===== src/rtl/dcache_controller.sv =====
// dcache_controller: direct-mapped, write-through/no-allocate data cache sequencer
// with a sequential flush and saturating hit/miss counters.
module dcache_controller #(
   parameter int DATA_WIDTH        = 32,
   parameter int SET_ADDRESS_WIDTH = 3,
   parameter int TAG_WIDTH         = 27,
   parameter int BYTE_WIDTH        = 8,
   parameter int CNT_WIDTH         = 16
) (
   input  logic                               CLK,
   input  logic                               RST,
   input  logic                               cpu_req,
   input  logic [DATA_WIDTH/BYTE_WIDTH-1:0]   cpu_be,
   input  logic [DATA_WIDTH-1:0]              cpu_addr,
   input  logic [DATA_WIDTH-1:0]              cpu_wdata,
   output logic [DATA_WIDTH-1:0]              cpu_rdata,
   output logic                               stall,
   input  logic                               flush,
   output logic                               flush_busy,
   output logic                               mem_req,
   output logic                               mem_we,
   output logic [DATA_WIDTH/BYTE_WIDTH-1:0]   mem_be,
   output logic [DATA_WIDTH-1:0]              mem_addr,
   output logic [DATA_WIDTH-1:0]              mem_wdata,
   input  logic [DATA_WIDTH-1:0]              mem_rdata,
   input  logic                               mem_ready,
   output logic [CNT_WIDTH-1:0]               hit_count,
   output logic [CNT_WIDTH-1:0]               miss_count
);
   localparam int NB = DATA_WIDTH / BYTE_WIDTH;
   localparam int NS = 2 ** SET_ADDRESS_WIDTH;

   typedef enum logic [2:0] {IDLE, RD_MISS, WR_THRU, RESPOND, FLUSH} state_t;
   state_t state, state_nxt;

   logic [NS-1:0]                valid;
   logic [TAG_WIDTH-1:0]         tag_array [NS];
   logic [DATA_WIDTH-1:0]        data_array [NS];
   logic [DATA_WIDTH-1:0]        rdata_q;
   logic [SET_ADDRESS_WIDTH-1:0] set_idx, lset, flush_idx;
   logic [TAG_WIDTH-1:0]         tag, ltag;
   logic                         hit, hit_q, load, accept, done;

   assign set_idx    = cpu_addr[SET_ADDRESS_WIDTH+1:2];
   assign tag        = cpu_addr[DATA_WIDTH-1:SET_ADDRESS_WIDTH+2];
   // mem_addr doubles as the latched request address once IDLE is left
   assign lset       = mem_addr[SET_ADDRESS_WIDTH+1:2];
   assign ltag       = mem_addr[DATA_WIDTH-1:SET_ADDRESS_WIDTH+2];
   assign load       = ~|cpu_be;
   assign hit        = valid[set_idx] && tag_array[set_idx] == tag;
   assign accept     = state == IDLE && cpu_req && !flush;
   assign done       = (state == RD_MISS || state == WR_THRU) && mem_ready;
   assign stall      = cpu_req && !(state == IDLE && !flush && load && hit) && state != RESPOND;
   assign cpu_rdata  = (state == IDLE && load && hit) ? data_array[set_idx] : rdata_q;
   assign flush_busy = state == FLUSH;

   always_comb begin
      state_nxt = state;
      unique case (state)
         IDLE:             state_nxt = flush ? FLUSH : (cpu_req && !(load && hit)) ? (load ? RD_MISS : WR_THRU) : IDLE;
         RD_MISS, WR_THRU: state_nxt = mem_ready ? RESPOND : state;
         RESPOND:          state_nxt = IDLE;
         FLUSH:            state_nxt = (flush_idx == '1) ? IDLE : FLUSH;
         default:          state_nxt = IDLE;
      endcase
   end

   always_ff @(posedge CLK) begin
      if (RST) begin
         state      <= IDLE;
         valid      <= '0;
         flush_idx  <= '0;
         mem_req    <= 1'b0;
         mem_we     <= 1'b0;
         mem_be     <= '0;
         mem_addr   <= '0;
         mem_wdata  <= '0;
         rdata_q    <= '0;
         hit_count  <= '0;
         miss_count <= '0;
      end else begin
         state <= state_nxt;
         if (accept && !(load && hit)) begin
            mem_req   <= 1'b1;
            mem_we    <= !load;
            mem_be    <= cpu_be;
            mem_addr  <= cpu_addr & ~DATA_WIDTH'(3);
            mem_wdata <= cpu_wdata;
            hit_q     <= hit;
         end
         if (done) mem_req <= 1'b0;
         if (state == RD_MISS && mem_ready) begin
            valid[lset] <= 1'b1;
            rdata_q     <= mem_rdata;
         end
         if (accept && hit && !(&hit_count)) hit_count <= hit_count + CNT_WIDTH'(1);
         if (accept && !hit && !(&miss_count)) miss_count <= miss_count + CNT_WIDTH'(1);
         // flush_idx wraps back to 0 after the last set, ready for the next flush
         if (state == FLUSH) begin
            valid[flush_idx] <= 1'b0;
            flush_idx        <= flush_idx + SET_ADDRESS_WIDTH'(1);
         end
      end
   end

   always_ff @(posedge CLK) begin
      if (state == RD_MISS && mem_ready) begin
         tag_array[lset]  <= ltag;
         data_array[lset] <= mem_rdata;
      end
      for (int i = 0; i < NB; i++)
         if (state == WR_THRU && mem_ready && hit_q && mem_be[i])
            data_array[lset][i*BYTE_WIDTH +: BYTE_WIDTH] <= mem_wdata[i*BYTE_WIDTH +: BYTE_WIDTH];
   end
endmodule


===== config.mk =====
export PLATFORM = sky130hd
export DESIGN_NAME = dcache_controller
export DESIGN_NICKNAME = d
export VERILOG_FILES = /design/src/rtl/dcache_controller.sv
export SDC_FILE = /design/constraint.sdc
export NUM_CORES = 1
export LEC_CHECK = 0
export CAP_MARGIN = 10
export CORE_MARGIN = 2
export CORE_UTILIZATION = 25
export DETAILED_ROUTE_END_ITERATION = 12
export GPL_ROUTABILITY_DRIVEN = 0
export GPL_TIMING_DRIVEN = 1
export PLACE_DENSITY_LB_ADDON = 0.08
export SLEW_MARGIN = 30
export SYNTH_ARGS = -nofsm -noshare
export SYNTH_HDL_FRONTEND = slang
export SYNTH_SLANG_ARGS = --single-unit

===== constraint.sdc =====
create_clock -name CLK -period 10.9 [get_ports CLK]
set_clock_uncertainty 0.05 [all_clocks]
set_input_delay 2.18 -clock CLK [delete_from_list [all_inputs] [get_ports CLK]]
set_output_delay 2.18 -clock CLK [all_outputs]
set_load 0.01 [all_outputs]

Yosys cells after proc, flatten, opt, wreduce, memory -nomap -nowiden
Memories as Yosys holds them, arrays and structs flattened. Cells that the tools add are included.

Register bits after elaboration: 147. Memory bits (writable): 472. Word-level logic and storage cells: 109. Memories: 2.

Memory list: data_array (words 8, bits a word 32, read ports 1, clocked after memory_dff 0, wr ports 1, line 38) `logic [DATA_WIDTH-1:0] data_array [NS];`; tag_array (words 8, bits a word 27, read ports 1, clocked after memory_dff 0, wr ports 1, line 37) `logic [TAG_WIDTH-1:0] tag_array [NS];`.

Add/sub/neg operators: 3. Order comparisons: 5. Equal/unequal tests: 7. Mux-type cells: 30. Bitwise operators: 8. Reductions and logical operators: 42.

Operator list (count): two-way mux 8 bit (7); adder 16 x 1 -> 16 bit, second input constant (2); two-way mux 32 bit (1); AND reduction 16 bit (2); equality test 27 bit (1); logical AND 1 bit (27); two-way mux 1 bit (13); less-than comparator 3 x 4 -> 1 bit, second input constant (3); two-way mux 3 bit (3); case mux 3 bit (3 select lines) (1); AND 8 bit (1); inverter 8 bit (1); bitwise OR 8 bit (1); zero test 1 bit (7); demux 1 bit (select 3 bit) (2); equality test 3 bit, second input constant (2); >= comparator 3 x 1 -> 1 bit, second input constant (2); two-way mux 2 bit (2); bitwise OR 1 bit (4); OR reduction 2 bit (2); OR reduction 4 bit (1); adder 3 x 1 -> 3 bit, second input constant (1); binary-select mux 1 bit (select 3 bit) (1); equality test 3 x 1 -> 1 bit, second input constant (1); other kinds (7) (7).

Longest topological paths before layout
Word-level depth: 9. Depth in mapped cells: 14. Mapped depth without buffers: 8.

Worst setup path after synthesis
No wires, ideal clock.

Kind: input-to-output. Start point: input port cpu_addr[2]. End point: output port cpu_rdata[10]. Data arrival time: 5.133 ns. Required time: 8.670 ns. Setup slack: 3.537 ns. Stages on the path: 9. Buffers on the path: 6. Cells stage by stage: buf_4 > buf_4 > buf_2 > buf_2 > buf_1 > buf_1 > mux4_2 > mux2_2 > mux2_1.

Word-level cells in the longest chain between the ends: 5.

RTL lines: start, declared (line 14) `input logic [DATA_WIDTH-1:0] cpu_addr,`; memory read (8 x 27 bit) / binary-select mux 1 bit (select 3 bit) (equally long branches); equality test 27 bit / two-way mux 1 bit (equally long branches) (line 50) `assign hit = valid[set_idx] && tag_array[set_idx] == tag;`; logical AND 1 bit (line 50); logical AND 1 bit (line 54) `assign cpu_rdata = (state == IDLE && load && hit) ? data_array[set_idx] : rdata_q;`; two-way mux 32 bit * (line 54); end, declared (line 16) `output logic [DATA_WIDTH-1:0] cpu_rdata,`.

Every way passes the cells marked *; elsewhere a longest branch is shown, timed or not. The select of a mux whose other input is x is not followed.

Worst setup path after layout
Start point: input port cpu_addr[4]. End point: output port cpu_rdata[3].

The elaborated chain is that of the path after synthesis.

==> impl_results.rst <==
.. list-table::
   :header-rows: 1

   * - Metric
     - Value
   * - Maximum achievable frequency
     - 112 MHz
   * - CP required
     - 8.67 ns
   * - Endpoints failing setup
     - 0
   * - Vert. Die Dim
     - 323 µm
   * - Share of the synthesized area in the top cell type
     - 55.9%
   * - Clk buf depth
     - 3
   * - Root buffer cell
     - clkbuf_16
   * - Multi-input gate area
     - 7940 µm²
   * - Initial antenna violation count
     - 2
   * - DRC violation count after routing
     - 0
   * - Placement Setup Slack
     - 1.81 ns
   * - Clock period minus worst slack
     - 8.93 ns
   * - Maxcap violations
     - 0
   * - Total standard cell area after synthesis
     - 25400 µm²
   * - Wire length after detailed routing
     - 72700 µm
   * - Part of the Yosys area used for sequential elements
     - 67.4%
   * - Number of flops mapped to enable cells by yosys
     - 473
   * - Storage cell area
     - 17100 µm²
   * - Sinks on the clock net
     - 619
   * - Number of hold violations in the final report
     - 0
   * - Actual transition at the worst max-transition pin
     - 0.954 ns
   * - Hold Crit Class
     - flop to flop
   * - Worst rel slew slack
     - 36.3%
   * - Category of the most critical setup path
     - input port to output pin
   * - Post-cts hold buffer count
     - 0
   * - Mean number of vias per cell
     - 4.43
   * - IR drop worst, VDD
     - 92.2 µV
   * - Startpoint type of the worst setup path
     - input port
   * - GRT Residual Overflow
     - 0
   * - TritonCTS clock tree
     - built
   * - Cells taking the most area after synthesis
     - edfxtp_1 (56%), dfxtp_1 (12%), mux4_2 (8.2%)
   * - Most used cells in the layout excluding fill and tap cells
     - edfxtp_1 (473), clkdlybuf4s50_1 (232), nand2_1 (213)
   * - Clock-pin transition on the worst setup and hold timing paths
     - 0.06 ns
   * - # fillers
     - 10000
   * - Number of clock buffers inserted by TritonCTS
     - 77
   * - Number of global-route vias before repair
     - 15200
   * - Total half-perimeter wirelength after legalization and detailed placement
     - 44700 µm
   * - Violation count after the first detailed-routing iteration
     - 879
   * - Type of element capturing the critical path
     - output pin
   * - Post-route clock period utilization
     - 81.9%
   * - Asr flop ratio synth
     - 0%
   * - Number of synthesized register bits
     - 619
   * - I/O pin count
     - 241
   * - Count of nets left with antenna violations after detail routing
     - 0
   * - Leakage power
     - 10.3 nW
   * - Row cnt
     - 116
   * - First-pass GRT wire length
     - 106000 µm
   * - Area leader, netlist
     - edfxtp_1
   * - Post-synthesis to final-layout area growth
     - 25.4%
   * - Inserted Diodes
     - 0
   * - Total cell area at the placement stage
     - 29300 µm²
   * - CORE AREA
     - 100000 µm²
   * - Number of distinct standard cells referenced by the synthesized netlist
     - 55
   * - Yosys warns
     - 0
   * - Data arrival at the endpoint of the critical path
     - 6.70 ns
   * - Syn Area/Cell
     - 15.4 µm²
   * - Overall routing resource usage
     - 13.9%
   * - Initial cell density of the core
     - 25.3%
   * - Most frequent standard cell in the layout excluding fill and tap cells
     - edfxtp_1
   * - Syn Inst Count
     - 1653
   * - First-pass detailed-route iteration total
     - 5
   * - Routed vias
     - 14700
   * - Layout cell share with drive strength beyond 1
     - 18.2%
   * - Number of cells upsized or downsized after cts
     - 0
   * - Level count of the clock H-tree
     - 3
   * - Total Neg Setup Slack
     - 0 ns
   * - Die Area
     - 104000 µm²
   * - Port Buffer Count
     - 236
   * - Ratio of total power to cell area
     - 174 nW/µm²
   * - Final Max Tran Viols
     - 0
   * - Largest fanout on the critical path
     - 61
   * - Setup bufs post-CTS
     - 0
   * - Routed length per placed instance
     - 21.9 µm
   * - Design Area, Final
     - 31800 µm²
   * - Number of nets at the end of the flow
     - 2005
   * - Die outline width
     - 323 µm
   * - Status
     - completed
   * - Worst setup slack after layout
     - 1.97 ns
   * - Top flip-flop cell by instance count after synthesis
     - edfxtp_1
   * - Pin count of the biggest net entering global routing
     - 89
   * - Unrepaired setup endpoints after global routing
     - no
   * - Clk Latency, worst-skew pair
     - 0.62 ns
-- worst max-delay path, cell delays in order --
cell	delay [ns]
buf_6	0.53
buf_4	0.69
mux4_2	0.42
xor2_1	0.39
nand2_1	0.09
or3b_1	0.41
nor4_4	0.15
buf_4	0.31
nand4b_4	0.13
buf_4	0.35
mux2_1	0.46
clkdlybuf4s50_1	0.51
-- per-layer routing --
metal	up-vias	GRT usage [%]	share of wire [%]
li1	6825	-	-
met1	7441	18.1	45
met2	313	23.3	48
met3	109	3.31	5.0
met4	2	3.70	2.2
met5	-	0	0.018
-- cells by family (layout without fill, tap and decap cells) --
logic type	Yosys count	after routing	share of synthesized area (%)
AOI/OAI and AO/OA	135	135	3.22
xor gates and xnor gates	18	18	0.621
adders and majority gates	4	4	0.197
buffers and inverters	101	406	1.98
DFF	619	619	67.4
muxes	338	338	18.4
other	1	2	0.0148
and+or+nand+nor	437	437	8.11
-- synth_stat cells, drive strengths merged, types with 2 or more instances --
| cell type | count |
|---|---|
| or3b | 4 |
| a22o | 6 |
| xor2 | 9 |
| buf | 40 |
| nand2b | 11 |
| dfxtp | 146 |
| and2 | 7 |
| nand2 | 214 |
| nor3b | 2 |
| nand3b | 6 |
| and4 | 2 |
| o31ai | 13 |
| o22ai | 12 |
| edfxtp | 473 |
| nor4 | 7 |
| inv | 6 |
| a22oi | 11 |
| nor3 | 9 |
| and3 | 11 |
| clkbuf | 55 |
| o32ai | 2 |
| nand3 | 24 |
| or2 | 2 |
| o21ai | 16 |
| o211a | 3 |
| nor2b | 18 |
| or4 | 15 |
| mux2 | 119 |
| mux4 | 92 |
| nand4 | 7 |
| nor2 | 79 |
| ha | 4 |
| nor4b | 3 |
| nand4b | 2 |
| o2111ai | 2 |
| a21oi | 65 |
| o21a | 3 |
| xnor2 | 9 |
| or3 | 13 |
| mux2i | 127 |
-- metrics by stage --
stage | total power, W | instances | hold slack (ns) | utilization, %
after floorplan | 0.00285 | 1654 | 0.383 | -
after global placement | 0.00303 | 3174 | 0.390 | 29.1
after detailed placement | 0.00304 | 3174 | 0.395 | 29.2
after CTS | 0.00565 | 3316 | 0.403 | 31.7
after global routing | 0.00576 | 3316 | 0.418 | 31.7
final | 0.00553 | 3316 | 0.400 | 31.7
-- power by group --
group | switching, W | total, W | internal, W
logic | 0.000199 | 0.000368 | 0.000169
clock network | 0.00101 | 0.00256 | 0.00155
registers | 0.0000352 | 0.00261 | 0.00257
total | 0.00124 | 0.00553 | 0.00429
-- final timing paths --
path                            depth (start not counted)  slack (ns)            to       startpoint
worst max-delay path                                   12        1.97  cpu_rdata[3]      cpu_addr[4]
worst min-delay path                                    2        0.40    rdata_q[7]       rdata_q[7]
worst max register to register                          9        6.98         hit_q  tag_array[5][1]
worst min register to register                          2        0.40    rdata_q[7]       rdata_q[7]
-- registers in the layout, indices dropped and copies added (netlist names) --
register / cells
data_array: 256
tag_array: 216
mem_wdata: 32
rdata_q: 32
mem_addr: 30
hit_count: 16
miss_count: 16
valid: 8
mem_be: 4
flush_idx: 3
state: 3
hit_q: 1
mem_req: 1
mem_we: 1
-- area by class of cell --
class	count	area share, %
flip-flops and latches	619	53.8
multi-input cells	934	24.9
repair buffers	258	7.95
clock buffers	107	6.66
well taps	1357	5.33
clock inverters	35	1.28
inverters	6	0.0864
No activity file was read; power rests on OpenSTA's default activity.
==> RTL edit 1, RTL diff (same flow settings) <==
The 5 states of `state_t` get a one-hot encoding in 5 bits.
--- a/src/rtl/dcache_controller.sv
+++ b/src/rtl/dcache_controller.sv
@@ -30,7 +30,7 @@
    localparam int NB = DATA_WIDTH / BYTE_WIDTH;
    localparam int NS = 2 ** SET_ADDRESS_WIDTH;
 
-   typedef enum logic [2:0] {IDLE, RD_MISS, WR_THRU, RESPOND, FLUSH} state_t;
+   typedef enum logic [4:0] {IDLE = 5'b00001, RD_MISS = 5'b00010, WR_THRU = 5'b00100, RESPOND = 5'b01000, FLUSH = 5'b10000} state_t;
    state_t state, state_nxt;
 
    logic [NS-1:0]                valid;
Function: no difference found for any inputs over 4 cycles, from zero or initial values and one cycle with RST high; so few cycles prove little.
==> RTL edit 1 against the unedited design <==
Wire length is 0.71% lower; sequential cell count up 2; synthesized cell count shrank 2.7%; power decreased by 2.3%; sequential power hardly changed; setup slack got worse by 0.039 ns; sequential share of layout area down 0.24 points; combinational power shrank 6.0%; via count down 1.3%; area after synthesis rose by 0.92%; design area increased by 0.69%; highest routed layer unchanged.
==> RTL edit 1: results (changes against the unedited design) <==
* Status: finished, final reports clean
* Port-buffer cells at 236 (unchanged)
* # diodes at 0 (unchanged)
* Crit-path max FO at 46 (-25%)
* Total number of H-tree levels at 3 (unchanged)
* Post-synth ARST share at 0% (unchanged)
* Gr usage total at 13.8% (-0.15 points)
* Post-synth EDFFs at 473 (unchanged)
* Pleak at 10.1 nW (-1.9%)
* Worst hold margin at 0.400 ns (+0.000155 ns)
* Xor/xnor share of the synthesized area at 0.957% (+0.34 points)
* R2r setup slk at 6.57 ns (-0.41 ns)
* Hpwl dp at 44700 um (about the same)
* Cell-internal power at 4.20 mW (-2.1%)
* Longest Clk Path Bufs at 3 (unchanged)
* Dominant cells by area after synthesis: edfxtp_1 55%, dfxtp_1 12%, mux4_2 10%
* R2R cell count at 8 (-1)
* Worst VDD drop at 0.100 mV (+8.8%)
* Max stage delay on crit path at 0.64 ns (-0.05 ns)
* Nets at 1966 (-1.9%)
* Drt first pass iters at 4 (-1)
* Slew @ Worst Pin at 0.965 ns (+0.0107 ns)
* Worst skew pair latency at 0.63 ns
* Via density at 4.41 (-0.51%)
* Largest net degree at the start of global routing at 84 (-5.6%)
* Register area share after synthesis at 67.0% (-0.46 points)
* First-pass GRT wire length at 105000 um (-0.77%)
* Post-CTS setup buffer count at 0 (unchanged)
* Synth warnings at 0 (unchanged)
* Crit Reg-Reg Startpoint: tag_array[7][6]$_DFFE_PP_
* Hold EP: rdata_q[31]$_SDFFE_PP0P_
* Layout fillers at 10015 (+0.080%)
* CTS root buffer: clkbuf_16
* Largest family of logic cells by synthesized area: multiplexers
* Compound-Gate Fraction of Synth Area at 2.61% (-0.62 points)
* WP data arrival at 6.74 ns (+0.04 ns)
* Synth top cells by count: 473 x edfxtp_1, 148 x dfxtp_1, 131 x nand2b_1
* Synth unique cells at 56 (+1.8%)
* Drt total wl at 72200 um (-0.71%)
* Reg-to-reg endpoint: hit_count[15]$_SDFFE_PP0P_
* Post-cts resize count at 0 (unchanged)
* Layout cells sized above 1 at 20.7% (+2.5 points)
* Clk pin slew, worst setup/hold paths at 0.06 ns (about the same)
* Vias in the first global route at 15243 (+0.21%)
* Number of buffers created by CTS at 77 (unchanged)
* Initial antenna violation count at 2 (unchanged)
* Hold Crit Start: rdata_q[31]$_SDFFE_PP0P_
* DR iter-0 viols at 724 (-18%)
* Post-synthesis mux area share at 18.9% (+0.45 points)
* Largest regs: data_array: 256 flops, tag_array: 216 flops
* Post-Synth Adder-Cell Area at 0.195% (-0.0018 points)
* Hold Path Class: flop to flop
RTL edit 1: cell count changes after synthesis, moves of 12 or more:
cell and delta:
nand2b_1 +120, mux2_2 +28, mux2i_1 -33, nand2_1 -117, mux2_1 -37, xnor2_1 +13, o22ai_1 -12, mux4_2 +22
RTL edit 1: routing by layer:
layer  GRT usage (%)  vias to the layer above  wire length, um
li1                -                     6667                -
met1            17.4                     7436            31300
met2            23.4                      273            35600
met3            3.37                      114             3610
met4            3.87                        2             1730
met5               0                        -                8
RTL edit 1: area by class of cell:
type / instances / area (um2) / area share [%]
Multi-Input combinational cell: 888 / 8180 / 25.5
Timing Repair Buffer: 260 / 2540 / 7.93
Inverter: 9 / 33.8 / 0.105
Clock inverter: 30 / 243 / 0.757
Clock buffer: 112 / 2190 / 6.84
Sequential cell: 621 / 17200 / 53.5
Tap cell: 1368 / 1710 / 5.34
RTL edit 1: through the flow:
stage | setup WS [ns] | area, um2 | cells | util [%]
floorplan | 3.34 | 25600 | 1609 | -
global placement | 1.76 | 29600 | 3146 | 29.1
detailed placement | 1.76 | 29600 | 3146 | 29.1
CTS | 1.75 | 32100 | 3288 | 31.5
global route | 1.60 | 32100 | 3288 | 31.5
finish | 1.93 | 32100 | 3288 | 31.5
RTL edit 1: how the worst max path moves through the flow:
stage | from | endpoint | slack [ns] | depth (start not counted)
final | cpu_addr[4] | cpu_rdata[30] | 1.93 | 12
after global routing | cpu_addr[4] | cpu_rdata[30] | 1.60 | 12
after CTS | cpu_addr[4] | cpu_rdata[30] | 1.75 | 12
after detailed placement | cpu_addr[4] | cpu_rdata[30] | 1.76 | 12
after global placement | cpu_addr[4] | cpu_rdata[30] | 1.76 | 12
after floorplan | cpu_addr[2] | cpu_rdata[5] | 3.34 | 10
RTL edit 1: cells by family after synthesis:
| kind of cell | count (synthesis) |
|---|---|
| AO/OA/AOI/OAI | 110 |
| XOR/XNOR | 28 |
| adder cells (fa/ha/maj) | 4 |
| buffers and inverters | 100 |
| flip-flops | 621 |
| multiplexers | 322 |
| other | 1 |
| AND/OR/NAND/NOR | 422 |
RTL edit 1: critical path, delay by kind of cell:
| kind | cells | cell delay, ns |
|---|---|---|
| mux | 3 | 1.01 |
| xor+xnor | 1 | 0.13 |
| simple gates | 4 | 1.26 |
| buf+inv | 4 | 2.03 |
RTL edit 1: power groups by stage:
stage / clock network, mW / logic (mW) / registers [mW]
5_1_grt: 2.64 / 0.380 / 2.61
4_1_cts: 2.56 / 0.359 / 2.60
3_3_place_gp: 0 / 0.356 / 2.65
3_5_place_dp: 0 / 0.358 / 2.65
2_1_floorplan: 0 / 0.189 / 2.65
6_report: 2.46 / 0.346 / 2.60
==> RTL edit 2, RTL diff (config.mk and constraints unchanged) <==
Made on the original files. Register the output `miss_count` once more, cleared by the reset; this adds one clock of latency there. The other outputs are not delayed to match.
--- a/src/rtl/dcache_controller.sv
+++ b/src/rtl/dcache_controller.sv
@@ -31,6 +31,8 @@
    localparam int NS = 2 ** SET_ADDRESS_WIDTH;
 
    typedef enum logic [2:0] {IDLE, RD_MISS, WR_THRU, RESPOND, FLUSH} state_t;
+
+   logic [CNT_WIDTH-1:0] miss_count_s0;
    state_t state, state_nxt;
 
    logic [NS-1:0]                valid;
@@ -77,7 +79,7 @@
          mem_wdata  <= '0;
          rdata_q    <= '0;
          hit_count  <= '0;
-         miss_count <= '0;
+         miss_count_s0 <= '0;
       end else begin
          state <= state_nxt;
          if (accept && !(load && hit)) begin
@@ -94,7 +96,7 @@
             rdata_q     <= mem_rdata;
          end
          if (accept && hit && !(&hit_count)) hit_count <= hit_count + CNT_WIDTH'(1);
-         if (accept && !hit && !(&miss_count)) miss_count <= miss_count + CNT_WIDTH'(1);
+         if (accept && !hit && !(&miss_count_s0)) miss_count_s0 <= miss_count_s0 + CNT_WIDTH'(1);
          // flush_idx wraps back to 0 after the last set, ready for the next flush
          if (state == FLUSH) begin
             valid[flush_idx] <= 1'b0;
@@ -112,5 +114,13 @@
          if (state == WR_THRU && mem_ready && hit_q && mem_be[i])
             data_array[lset][i*BYTE_WIDTH +: BYTE_WIDTH] <= mem_wdata[i*BYTE_WIDTH +: BYTE_WIDTH];
    end
+   always_ff @(posedge CLK) begin
+      if (RST) begin
+         miss_count <= '0;
+      end else begin
+         miss_count <= miss_count_s0;
+      end
+   end
+
 endmodule
 
Function: changed (a bounded check fails within 4 cycles, from zero or initial values and one cycle with RST high).
==> RTL edit 2 against the unedited design <==
Wire length is 1.1% lower; setup slack worse by 0.35 ns; non-clock buffer count is 1 higher; area after synthesis is 1.7% higher; sequential share of layout area is 0.32 points higher; critical path depth is 1 higher; sequential cell count is 16 higher; core utilization is 0.14 points lower; combinational power is 15% lower; power is 0.57% lower; first-iteration DRC count is 4.2% lower; global-route usage is 0.47 points lower; design area is 1.3% higher; critical endpoint is now cpu_rdata[1]; largest cell class unchanged.
==> RTL edit 2: results (changes against the unedited design) <==
* Pleak at 10.7 nW (+4.2%)
* Post-Synth Adder-Cell Area at 0.194% (-0.0033 points)
* Post-synth EDFFs at 473 (unchanged)
* Worst skew pair latency at 0.64 ns (+0.02 ns)
* Largest net degree at the start of global routing at 75 (-16%)
* Number of buffers created by CTS at 76 (-1.3%)
* Nets at 1988 (-0.85%)
* Cell Count, Final, Fillers Out at 3311 (-0.15%)
* Layout cells sized above 1 at 20.8% (+2.6 points)
* Dominant cells by area after synthesis: edfxtp_1 55%, dfxtp_1 13%, mux4_2 9.6%
* Synth top cells by count: 473 x edfxtp_1, 189 x nand2_1, 162 x dfxtp_1
* Synth unique cells at 53 (-3.6%)
* WP data arrival at 7.05 ns (+0.35 ns)
* Worst VDD drop at 0.111 mV (+20%)
* R2r setup slk at 7.12 ns (+0.14 ns)
* DR iter-0 viols at 842 (-4.2%)
* Gr usage total at 13.5% (-0.47 points)
* Reg-to-reg endpoint: hit_count[14]$_SDFFE_PP0P_
* First-pass GRT wire length at 105000 um (-0.43%)
* Syn Inst Count at 1634 (-1.1%)
* Xor/xnor share of the synthesized area at 0.882% (+0.26 points)
* Max stage delay on crit path at 0.64 ns (-0.05 ns)
* Inst Count DP at 3169 (-0.16%)
* Layout fillers at 10186 (+1.8%)
* Initial antenna violation count at 5 (+3)
* Vias in the first global route at 15379 (+1.1%)
* Slew @ Worst Pin at 1.00 ns (+0.0488 ns)
* Hpwl dp at 44100 um (-1.3%)
* Compound-Gate Fraction of Synth Area at 2.12% (-1.1 points)
* Crit path to: cpu_rdata[1]
* Status: finished, final reports clean
* Wire length per cell at 21.7 um (-0.96%)
* Crit-path max FO at 46 (-25%)
* Post-synthesis mux area share at 19.2% (+0.81 points)
[RTL edit 2: per-layer routing]
metal  up-vias  GRT usage, %  share of wire, %
li1       6704             -                 -
met2       270          22.7                49
met4        10          3.53               2.0
met1      7412          17.1                44
met5         -             0             0.095
met3        94          3.51               4.9
[RTL edit 2: kinds of logic after synthesis]
| logic type | count (synthesis) |
|---|---|
| XOR/XNOR | 26 |
| multiplexers | 334 |
| adder cells (fa/ha/maj) | 4 |
| buffers and inverters | 100 |
| other | 1 |
| flip-flops | 635 |
| AND/OR/NAND/NOR | 441 |
| AO/OA/AOI/OAI | 93 |
[RTL edit 2: power by group]
part	leakage (nW)	total [mW]	internal [mW]	switching [mW]
logic	3.74	0.314	0.151	0.164
clock network	1.20	2.55	1.51	1.04
registers	5.76	2.64	2.61	0.0278
[RTL edit 2: worst min-delay path by stage]
stage                          endpoint  slack [ns]                     start  cells past startpoint
3_5_place_dp    rdata_q[1]$_SDFFE_PP0P_        0.39   rdata_q[1]$_SDFFE_PP0P_                      2
3_3_place_gp    rdata_q[0]$_SDFFE_PP0P_        0.39   rdata_q[0]$_SDFFE_PP0P_                      2
5_1_grt        rdata_q[12]$_SDFFE_PP0P_        0.42  rdata_q[12]$_SDFFE_PP0P_                      2
6_report       rdata_q[30]$_SDFFE_PP0P_        0.40  rdata_q[30]$_SDFFE_PP0P_                      2
4_1_cts         rdata_q[1]$_SDFFE_PP0P_        0.40   rdata_q[1]$_SDFFE_PP0P_                      2
2_1_floorplan   rdata_q[0]$_SDFFE_PP0P_        0.38   rdata_q[0]$_SDFFE_PP0P_                      2
[RTL edit 2: layout make-up]
| class | count | area (um2) | area share (%) |
|---|---|---|---|
| Sequential cell | 635 | 17400 | 54.1 |
| Inverter | 7 | 28.8 | 0.0892 |
| Multi-Input combinational cell | 900 | 8040 | 24.9 |
| Timing Repair Buffer | 259 | 2530 | 7.86 |
| Tap cell | 1368 | 1710 | 5.31 |
| Clock inverter | 40 | 465 | 1.44 |
| Antenna cell | 2 | 5.00 | 0.0155 |
| Clock buffer | 100 | 2020 | 6.27 |
[RTL edit 2: per-stage QoR]
stage / util (%) / instance area, um2 / setup WS [ns] / power [mW]
after floorplan: - / 25800 / 3.85 / 2.86
after global placement: 29.1 / 29700 / 1.35 / 3.01
after detailed placement: 29.1 / 29700 / 1.33 / 3.02
after CTS: 31.5 / 32200 / 1.31 / 5.61
after global routing: 31.6 / 32200 / 1.08 / 5.72
final: 31.6 / 32300 / 1.62 / 5.50
[RTL edit 2: worst min-delay path: cells and delay by family (launching register included)]
family             cells  cell delay (ns)
and+or+nand+nor        1             0.05
DFF                    1             0.31
AOI/OAI and AO/OA      1             0.05
